`config.mk`:
```
export PLATFORM = sky130hd
export DESIGN_NAME = controle_multiciclo
export DESIGN_NICKNAME = d
export VERILOG_FILES = /design/src/rtl/controle_multiciclo.sv
export SDC_FILE = /design/constraint.sdc
export NUM_CORES = 1
export LEC_CHECK = 0
export ABC_AREA = 0
export BUFFER_PORTS_ARGS = -buffer_cell sky130_fd_sc_hd__buf_2
export CAP_MARGIN = 0
export CORE_MARGIN = 8
export CORE_UTILIZATION = 30
export CTS_CLUSTER_DIAMETER = 60
export DETAILED_ROUTE_END_ITERATION = 6
export GPL_ROUTABILITY_DRIVEN = 0
export PLACE_DENSITY = 0.56
export SETUP_SLACK_MARGIN = 0.15
export SKIP_CTS_REPAIR_TIMING = 1
export SYNTH_ARGS = -nofsm -noshare
export SYNTH_HDL_FRONTEND = slang
export SYNTH_SLANG_ARGS = --single-unit
```
`constraint.sdc`:
```
create_clock -name Clock -period 3.6 [get_ports Clock]
set_input_delay 0.36 -clock Clock [delete_from_list [all_inputs] [get_ports Clock]]
set_output_delay 0.36 -clock Clock [all_outputs]
set_load 0.005 [all_outputs]
```
`src/rtl/controle_multiciclo.sv`:
```
// rtl/controle_multiciclo.sv - multicycle datapath control unit (T0..T3 sequencer)
// Optional macro CTRL_LOGIC_OPS_EN: opcodes 100/101 become and/or.
module controle_multiciclo #(
  parameter int DATA_W = 16,
  parameter int IR_W   = 9
) (
  input  logic              Clock,
  input  logic              Reset,
  input  logic [DATA_W-1:0] DIN,
  input  logic              Run,
  output logic              IRin,
  output logic [7:0]        Rin,
  output logic [7:0]        Rout,
  output logic              DINout,
  output logic              Gout,
  output logic              Ain,
  output logic              Gin,
  output logic [1:0]        AluOp,
  output logic              Done,
  output logic              Illegal,
  output logic [1:0]        Tstep
);

  typedef enum logic [1:0] {T0 = 2'd0, T1 = 2'd1, T2 = 2'd2, T3 = 2'd3} tstep_t;

  localparam logic [2:0] OP_MV  = 3'b000;
  localparam logic [2:0] OP_MVI = 3'b001;
  localparam logic [2:0] OP_ADD = 3'b010;
  localparam logic [2:0] OP_SUB = 3'b011;
`ifdef CTRL_LOGIC_OPS_EN
  localparam logic [2:0] OP_AND = 3'b100;
  localparam logic [2:0] OP_OR  = 3'b101;
`endif

  tstep_t          state, state_nxt;
  logic [IR_W-1:0] ir;
  logic [2:0]      opcode, rx, ry;
  logic [7:0]      rx_oh, ry_oh;
  logic            is_alu;
  logic [1:0]      alu_code;
  logic            din_unused;

  // Only the low IR_W bits of DIN ever carry an instruction.
  assign din_unused = ^DIN[DATA_W-1:IR_W];

  assign opcode = ir[8:6];
  assign rx     = ir[5:3];
  assign ry     = ir[2:0];
  assign rx_oh  = 8'b1 << rx;
  assign ry_oh  = 8'b1 << ry;
  assign Tstep  = state;

  always_ff @(posedge Clock or posedge Reset) begin
    if (Reset) begin
      state <= T0;
      ir    <= '0;
    end else begin
      state <= state_nxt;
      if (state == T0 && Run) ir <= DIN[IR_W-1:0];
    end
  end

  always_comb begin
    is_alu   = 1'b0;
    alu_code = 2'b00;
    case (opcode)
      OP_ADD: is_alu = 1'b1;
      OP_SUB: begin is_alu = 1'b1; alu_code = 2'b01; end
`ifdef CTRL_LOGIC_OPS_EN
      OP_AND: begin is_alu = 1'b1; alu_code = 2'b10; end
      OP_OR:  begin is_alu = 1'b1; alu_code = 2'b11; end
`endif
      default: ;
    endcase
  end

  always_comb begin
    state_nxt = state;
    IRin      = 1'b0;
    Rin       = 8'b0;
    Rout      = 8'b0;
    DINout    = 1'b0;
    Gout      = 1'b0;
    Ain       = 1'b0;
    Gin       = 1'b0;
    AluOp     = 2'b00;
    Done      = 1'b0;
    Illegal   = 1'b0;
    case (state)
      T0: begin
        IRin = Run;
        if (Run) state_nxt = T1;
      end
      T1: begin
        if (opcode == OP_MV) begin
          Rout = ry_oh;
          Rin  = rx_oh;
          Done = 1'b1;
        end else if (opcode == OP_MVI) begin
          DINout = 1'b1;
          Rin    = rx_oh;
          Done   = 1'b1;
        end else if (is_alu) begin
          Rout = rx_oh;
          Ain  = 1'b1;
        end else begin
          Done    = 1'b1;
          Illegal = 1'b1;
        end
        state_nxt = Done ? T0 : T2;
      end
      T2: begin
        if (is_alu) begin
          Rout      = ry_oh;
          Gin       = 1'b1;
          AluOp     = alu_code;
          state_nxt = T3;
        end else begin
          state_nxt = T0;
        end
      end
      T3: begin
        Gout      = 1'b1;
        Rin       = rx_oh;
        Done      = 1'b1;
        AluOp     = alu_code;
        state_nxt = T0;
      end
      default: state_nxt = T0;
    endcase
    // Reset silences every control line at once, even between clock edges.
    if (Reset) begin
      IRin    = 1'b0;
      Rin     = 8'b0;
      Rout    = 8'b0;
      DINout  = 1'b0;
      Gout    = 1'b0;
      Ain     = 1'b0;
      Gin     = 1'b0;
      AluOp   = 2'b00;
      Done    = 1'b0;
      Illegal = 1'b0;
    end
  end

endmodule

```
* Word level (Yosys, flattened, before mapping) *
Cells that the tools add are included.

storage, ports and cells
  word-level logic and storage cells = 59
  register bits after elaboration = 11
  output and inout port bits = 27
  input port bits = 19

cells by class
  eq/ne operators = 7
  shift operators = 2
  multiplexer cells = 44
  reductions and logical operators = 4

operator list
  kind                 number
  $mux 8               8
  $pmux 8 s2           2
  $mux 1               26
  $shl 1x3->8 const A  2
  $mux 2               5
  $pmux 2 s4           1
  $eq 3x2->1 const B   2
  $eq 2x2->1 const B   2
  $pmux 2 s2           1
  $eq 3x1->1 const B   1
  $logic_not 3->1      1
  $eq 2x1->1 const B   1
  $logic_not 2->1      1
  $ne 2x2->1 const B   1
  $pmux 1 s2           1
  $reduce_or 2->1      1
  $logic_and 1x1->1    1

* Depth between registers and ports, before layout *
Gate-level depths: netlist of the first run.

  depth in word-level cells = 9
  mapped depth = 5

* Worst setup path before layout of the first run *
Ideal clock, no wire load.

  path kind = reg2out
  start point = register state[0], in the netlist Tstep[0]
  end point = output Rout[4]
  arrival = 1.471 ns
  slack = 1.769 ns
  stages on the path, launching flop included = 6
  cells stage by stage = dfrtp_1 inv_1 ha_1 and4bb_4 a22oi_4 o32ai_1

on the way
  word-level cells in the longest chain between the ends = 3

ends and longest elaborated chain
  what                                      RTL line  RTL
  start, declared                           35        tstep_t state, state_nxt;
  start signal, assigned                    58        state <= state_nxt;
  $eq 2x2->1 or $eq 2x1->1 (tied branches)  89        case (state)
  $pmux 8 s2 (*)                            89
  $mux 8 (*)                                132       if (Reset) begin
  end, declared                             13        output logic [7:0] Rout,

Every way passes the cells marked *; elsewhere a longest branch is shown, timed or not.

* Final worst setup path of the first run *
Ends and elaborated chain as after synthesis.

==> results of run 1 <==
## logic make-up (layout without fill, tap and decap cells)
family          count (synthesis)  in the layout  synth area share, %
simple gates                   38             38                 28.7
compound gates                 16             16                 16.5
flops                          11             11                 32.4
mux                             9              9                 11.9
fa+ha+maj                       5              5                 7.36
buf+inv                         5             45                 2.65
other cells                     1              1                0.441
## registers in the layout, summed over array words and instances (netlist names)
register,count
ir,9
Tstep,2
## layer usage
metal	wire length [µm]	part of all wire, %	track usage (%)	vias to the layer above
met4	12	0.54	2.73	0
li1	-	-	-	400
met2	1020	46	14.5	22
met1	1030	46	10.7	360
met3	157	7.1	3.29	2
met5	0	0	0	-
## worst max-delay path, stage by stage (launching register included)
cell and delay (ns):
dfrtp_1 0.39, inv_1 0.11, ha_1 0.39, and4bb_4 0.25, a22oi_4 0.30, o32ai_1 0.15
buf_2 0.15
## worst paths after layout
check | from | to
setup / recovery | Tstep[0] | Rout[4]
hold / removal | Reset | ir[3]
setup reg to reg | Tstep[0] | ir[0]
hold reg to reg | Tstep[1] | Tstep[1]
max in group asynchronous | Reset | Tstep[0]
min in group Clock | DIN[2] | ir[2]
## cells in the mapped netlist (2+ instances only)
cell / number
dfrtp_1: 11
mux2_2: 9
nor3_1: 8
nand2_1: 6
ha_1: 5
inv_1: 4
o22ai_1: 4
and2b_2: 3
or3b_2: 3
and2_2: 2
nand2b_1: 2
nand4_1: 2
nor2_1: 2
nor4_1: 2
o21ai_0: 2
o32ai_1: 2
o32ai_2: 2
## placed cells by master, fill, tap and decap left out, types with 2 or more instances in the layout
| cell type | netlist | routed |
|---|---|---|
| inv_1 | 4 | 4 |
| mux2_2 | 9 | 9 |
| clkbuf_4 | 0 | 3 |
| nor3_1 | 8 | 8 |
| o32ai_2 | 2 | 2 |
| nand2_1 | 6 | 6 |
| o32ai_1 | 2 | 2 |
| nor4_1 | 2 | 2 |
| nor2_1 | 2 | 2 |
| and2_2 | 2 | 2 |
| and2b_2 | 3 | 3 |
| ha_1 | 5 | 5 |
| or3b_2 | 3 | 3 |
| buf_2 | 0 | 37 |
| dfrtp_1 | 11 | 11 |
| o21ai_0 | 2 | 2 |
| o22ai_1 | 4 | 4 |
| nand2b_1 | 2 | 2 |
| nand4_1 | 2 | 2 |
## stage by stage
stage | cell area, µm² | util, %
2_1_floorplan | 850 | -
3_3_place_gp | 1070 | 39.0
3_5_place_dp | 1070 | 39.0
4_1_cts | 1090 | 40.0
5_1_grt | 1090 | 40.0
6_report | 1090 | 40.0
## cell type report
class | count | area (µm²) | area share, %
clock buffers | 4 | 26.3 | 2.41
inverters | 4 | 15.0 | 1.37
multi-input cells | 69 | 552 | 50.5
flip-flops and latches | 11 | 275 | 25.2
well taps | 31 | 38.8 | 3.55
repair buffers | 37 | 185 | 17.0
## where the power goes
group / total, W / switching (W) / internal [W]
Clock: 0.0000769 / 0.0000342 / 0.0000426
Sequential: 0.000296 / 0.000110 / 0.000186
Combinational: 0.000388 / 0.000194 / 0.000193
==> metrics, run 1 <==
Die H 69.2 µm; sequential-to-total area share from yosys stat 32.4%; via count 784; H-tree depth 1; Tmin final 2.35 ns; Worst Path Required 3.24 ns; Synth Net Count 109; RSZ-0062 raised after global routing no; type of the worst setup path reg2out; Max Clock Skew 0.00325 ns; final setup vio count 0; hpwl dp 1850 µm; Post-synth EDFFs 0; fin nets 150; post-synth design cell area 850 µm²; Reg2Reg Depth 4; Fin Setup TNS 0 ns; vias per std cell 5.03; core area 0.00273 mm²; Yosys top cell area share 32.4%; Diodes inserted 0; FF+latch count, synth 11; pwr dens 697 mW/mm²; HP Class in2async; Synth Flop Type dfrtp_1; CP max FO 8; max-slew violations 0; DR DRC count 0; period utilization 65.3%; Power Total 0.000761 W; gr usage total 8.99%; Top-Level Pins 46; Synth warnings 0; number of port buffers 37; CTS tree done; grt total ovfl 0; Post-synth ARST share 100%; DRT Wirelength 2220 µm; clk sinks 11; CP Capture Type primary output; Finished Layout Cells 156; Placed Cells 152; synth top area cells dfrtp_1 (32%), mux2_2 (12%), ha_1 (7.4%), nor3_1 (4.7%), o32ai_2 (3.8%); insertion delay to the later sink of the worst-skew pair 0.25 ns; Initial Utilization 31.1%; max cap viols 0; Fill cells 264; final count of hold timing violations 0; Pre-Repair DR Iteration Count 4; clock-pin slew on the worst setup and hold paths 0.06 ns; critical path startpoint category register; r2r setup slk 2.06 ns; vias in the first global route 807; largest net degree at the start of global routing 13; CTS root buf clkbuf_4; final worst hold slack 0.161 ns; antenna-violating nets left 0; Num CTS Buffers 3; Fmax 0.425 GHz; area added between synthesis and finish 28.6%; gate count of the mapped netlist 85; Place WS 1.52 ns; Iter 0 DRT Violations 70; share of layout cells above drive strength 1 50.4%; antenna violations before repair 0; syn avg cell area 9.99 µm²; deepest clock path buffer count 2; unique cell type count in the Yosys netlist 33; Leakage Power 0.538 nW; die width 69.2 µm; first-pass GRT wire length 3860 µm; final worst slack 1.25 ns; maximum VDD drop 0.421 mV; critical path arrival 1.99 ns; full die area 0.00479 mm²; row cnt 19; per-cell routed wire length 14.2 µm; status completed; Synth area leader dfrtp_1
(Power assumes the default switching activity.)
==> inputs of run 2 (changes only) <==
--- a/config.mk
+++ b/config.mk
@@ -13,7 +13,7 @@
 export CTS_CLUSTER_DIAMETER = 60
 export DETAILED_ROUTE_END_ITERATION = 6
 export GPL_ROUTABILITY_DRIVEN = 0
-export PLACE_DENSITY = 0.56
+export PLACE_DENSITY = 0.58
 export SETUP_SLACK_MARGIN = 0.15
 export SKIP_CTS_REPAIR_TIMING = 1
 export SYNTH_ARGS = -nofsm -noshare
==> constraint.sdc (replaced) <==
create_clock -name Clock -period 2 [get_ports Clock]
set_input_delay 0.2 -clock Clock [delete_from_list [all_inputs] [get_ports Clock]]
set_output_delay 0.2 -clock Clock [all_outputs]
set_load 0.005 [all_outputs]
==> metrics, run 2 (same netlist as run 1, synthesis figures left out) <==
HP Class in2async; critical path startpoint category register; die width 69.2 µm; area added between synthesis and finish 42.6%; DRT Wirelength 2450 µm; Fmax 0.493 GHz; vias per std cell 5.23; first-pass GRT wire length 3910 µm; Initial Utilization 31.1%; Largest register FFs 9; critical path arrival 1.83 ns; failing checks negative setup slack; maximum VDD drop 0.555 mV; clock-pin slew on the worst setup and hold paths 0.07 ns; full die area 0.00479 mm²; Die H 69.2 µm; CTS root buf clkbuf_4; final worst hold slack 0.0335 ns; hpwl dp 1900 µm; largest net degree at the start of global routing 12; Iter 0 DRT Violations 46; insertion delay to the later sink of the worst-skew pair 0.27 ns; CP max FO 8; max cap viols 0; number of port buffers 37; max-slew violations 0; CTS tree done; Diodes inserted 0; Top-Level Pins 46; largest reg by FF count ir; gr usage total 9.51%; status finished with violations; Tmin final 2.03 ns; final count of hold timing violations 0; per-cell routed wire length 14.9 µm; most common cell after layout, fill and taps aside buf_2; final setup vio count 5; grt total ovfl 0; core area 0.00273 mm²; Core Util, Final 44.3%; H-tree depth 1; Max Clock Skew 0.00166 ns; row cnt 19; pwr dens 1280 mW/mm²; type of the worst setup path reg2out; Buf+Inv Stages, Crit Path 2; antenna violations before repair 0; RSZ-0062 raised after global routing yes; DR DRC count 0; crit-path max cell delay 0.46 ns; period utilization 101%; Worst Path Required 1.80 ns; final worst slack -0.0269 ns; Leakage Power 0.577 nW; commonest cells after routing, fill and taps aside buf_2 (37), mux2_2 (9), dfrtp_1 (9); kind of cell adding the most delay to the critical path flip-flops; vias in the first global route 817; clk sinks 11; fin nets 158; via count 857; CP cell instances inv_4, ha_4, and4bb_4, a22oi_4, o32ai_2, buf_2; antenna-violating nets left 0; Pre-Repair DR Iteration Count 4; Num CTS Buffers 3; Power Total 0.00155 W; critical path's slowest cell dfrtp_2; share of layout cells above drive strength 1 61.7%; deepest clock path buffer count 2; CP Capture Type primary output
==> run 2: layout make-up <==
type | count | area [µm²]
fillers | 263 | 1520
multi-input cells | 69 | 598
flip-flops and latches | 11 | 278
repair buffers | 45 | 249
well taps | 31 | 38.8
clock buffers | 3 | 22.5
inverters | 4 | 20.0
clock inverters | 1 | 5.00
==> run 2: metrics by stage <==
step	instance area (µm²)	setup slack [ns]	cells	setup TNS [ns]
final	1210	-0.0269	164	-0.0995
after global routing	1210	-0.128	164	-1.03
after CTS	1110	-0.209	158	-1.64
after detailed placement	1080	0.104	154	0
after global placement	1080	0.144	154	0
after floorplan	850	0.329	85	0
==> run 2: tightest hold or removal path: cells and delay by family <==
kind / cells / cell delay [ns]
buffers and inverters: 3 / 0.46
==> run 2: per-layer routing <==
metal | global-route usage, % | share of wire, % | up-vias
met4 | 5.69 | 2.8 | 0
met1 | 11.1 | 44 | 402
li1 | - | - | 420
met5 | 0 | 0 | -
met2 | 15.1 | 47 | 28
met3 | 2.58 | 5.5 | 7
==> run 2: final timing paths <==
path	startpoint	endpoint	slack, ns	depth (start not counted)
setup / recovery	Tstep[0]	Rout[4]	-0.03	6
hold / removal	Reset	ir[5]	0.03	3
setup reg to reg	Tstep[0]	ir[4]	0.52	4
hold reg to reg	ir[6]	ir[6]	0.60	1
max in group asynchronous	Reset	Tstep[0]	1.81	3
min in group Clock	DIN[6]	ir[6]	0.15	2
==> run 2: power by group <==
part | leakage [nW] | internal (W) | total [W] | switching (W)
combinational | 0.431 | 0.000453 | 0.000842 | 0.000389
clock | 0.0177 | 0.0000741 | 0.000150 | 0.0000760
sequential | 0.128 | 0.000338 | 0.000562 | 0.000224
==> inputs of run 3 (changes only) <==
--- a/config.mk
+++ b/config.mk
@@ -14,6 +14,7 @@
 export DETAILED_ROUTE_END_ITERATION = 6
 export GPL_ROUTABILITY_DRIVEN = 0
 export PLACE_DENSITY = 0.58
+export REMOVE_ABC_BUFFERS = 1
 export SETUP_SLACK_MARGIN = 0.15
 export SKIP_CTS_REPAIR_TIMING = 1
 export SYNTH_ARGS = -nofsm -noshare
==> metrics, run 3 (same netlist as run 1, synthesis figures left out) <==
r2r endpoint ir[2]; period utilization 101%; commonest cells after routing, fill and taps aside buf_2 (37), buf_4 (12), dfrtp_1 (11); maximum VDD drop 0.732 mV; Fmax 0.493 GHz; most common cell after layout, fill and taps aside buf_2; row cnt 19; per-cell routed wire length 14.9 µm; vias per std cell 5.09; kind of cell adding the most delay to the critical path buffers and inverters; Leakage Power 0.597 nW; via count 855; Worst Path Required 1.80 ns; CP max FO 4; Diodes inserted 0; Iter 0 DRT Violations 40; CTS tree done; critical path startpoint category register; max-slew violations 0; Buf+Inv Stages, Crit Path 3; final count of hold timing violations 0; CP cell instances inv_2, ha_2, and2b_2, nand4_1, buf_4, o32ai_2, buf_2; DR DRC count 0; Place WS 0.0844 ns; Pre-Repair DR Iteration Count 4; Initial Utilization 31.1%; status finished with violations; clock-pin slew on the worst setup and hold paths 0.06 ns; max cap viols 0; antenna-violating nets left 0; first-pass GRT wire length 3710 µm; clk sinks 11; core area 0.00273 mm²; final worst slack -0.0271 ns; largest reg by FF count ir; Top-Level Pins 46; full die area 0.00479 mm²; RSZ-0062 raised after global routing yes; number of port buffers 37; fin nets 162; CP Capture Type primary output; Reg2Reg Depth 4; gr usage total 8.83%; type of the worst setup path reg2out; hpwl dp 1850 µm; largest net degree at the start of global routing 12; deepest clock path buffer count 2; final setup vio count 4; Power Total 0.00161 W; Num CTS Buffers 3; HP Class in2async; Die H 69.2 µm; antenna violations before repair 0; vias in the first global route 808; critical path arrival 1.83 ns; Largest register FFs 9; DRT Wirelength 2500 µm; Tmin final 2.03 ns; critical path's slowest cell dfrtp_1; grt total ovfl 0; H-tree depth 1; crit-path max cell delay 0.42 ns; area added between synthesis and finish 45.9%; r2r setup slk 0.57 ns; pwr dens 1300 mW/mm²; share of layout cells above drive strength 1 62.0%; Reg-to-Reg Start Tstep[1]; failing checks negative setup slack; insertion delay to the later sink of the worst-skew pair 0.26 ns; die width 69.2 µm; Max Clock Skew 0.00281 ns; CTS root buf clkbuf_4
-- run 3: changes by cell type in the layout (fill, tap and decap cells not counted), sizes merged --
cell	before	now
buf	45	49
clkbuf	3	4
clkinv	1	0
-- run 3: area by class of cell --
type,instances,area [µm²]
clock buffer,4,26.3
tap,31,38.8
sequential,11,275
timing repair buffer,49,275
inverter,4,15.0
multi-input combinational,69,609
fill,286,1490
-- run 3: worst reg2reg max path, cell delays in order, from the launching register on --
cell     delay, ns
dfrtp_1       0.40
inv_2         0.08
ha_4          0.16
nand2_1       0.30
mux2_2        0.38
-- run 3: how the worst max path moves through the flow --
stage / cells past startpoint / start / end / slack, ns
2_1_floorplan: 5 / Tstep[0] / Rout[4] / 0.33
3_3_place_gp: 6 / Tstep[1] / Rout[4] / 0.12
3_5_place_dp: 6 / Tstep[1] / Rout[4] / 0.08
4_1_cts: 6 / Tstep[1] / Rout[4] / -0.21
5_1_grt: 7 / Tstep[1] / Rout[5] / -0.09
6_report: 7 / Tstep[1] / Rout[3] / -0.03
-- run 3: report_power, final --
group	switching [W]	internal, W	total, W	leakage (nW)
Combinational	0.000428	0.000496	0.000924	0.451
Sequential	0.000208	0.000335	0.000543	0.131
Clock	0.0000652	0.0000770	0.000142	0.0150
-- run 3: routing by layer --
layer	track usage, %	part of all wire (%)	wire, µm	vias to the layer above
met5	0	0	0	-
met4	3.42	1.2	30	0
met1	10.4	43	1080	399
li1	-	-	-	426
met3	3.00	6.4	160	4
met2	14.3	49	1220	26
-- run 3: per-stage QoR --
stage          cells  hold slack [ns]  TNS, ns  instance area (µm²)  utilization (%)
2_1_floorplan     84           0.0593        0                  842                -
3_3_place_gp     154            0.275        0                 1080             39.5
3_5_place_dp     154            0.273        0                 1080             39.5
4_1_cts          158         -0.00547    -1.53                 1110             40.5
5_1_grt          168           0.0353   -0.534                 1240             45.4
6_report         168           0.0269  -0.0620                 1240             45.4
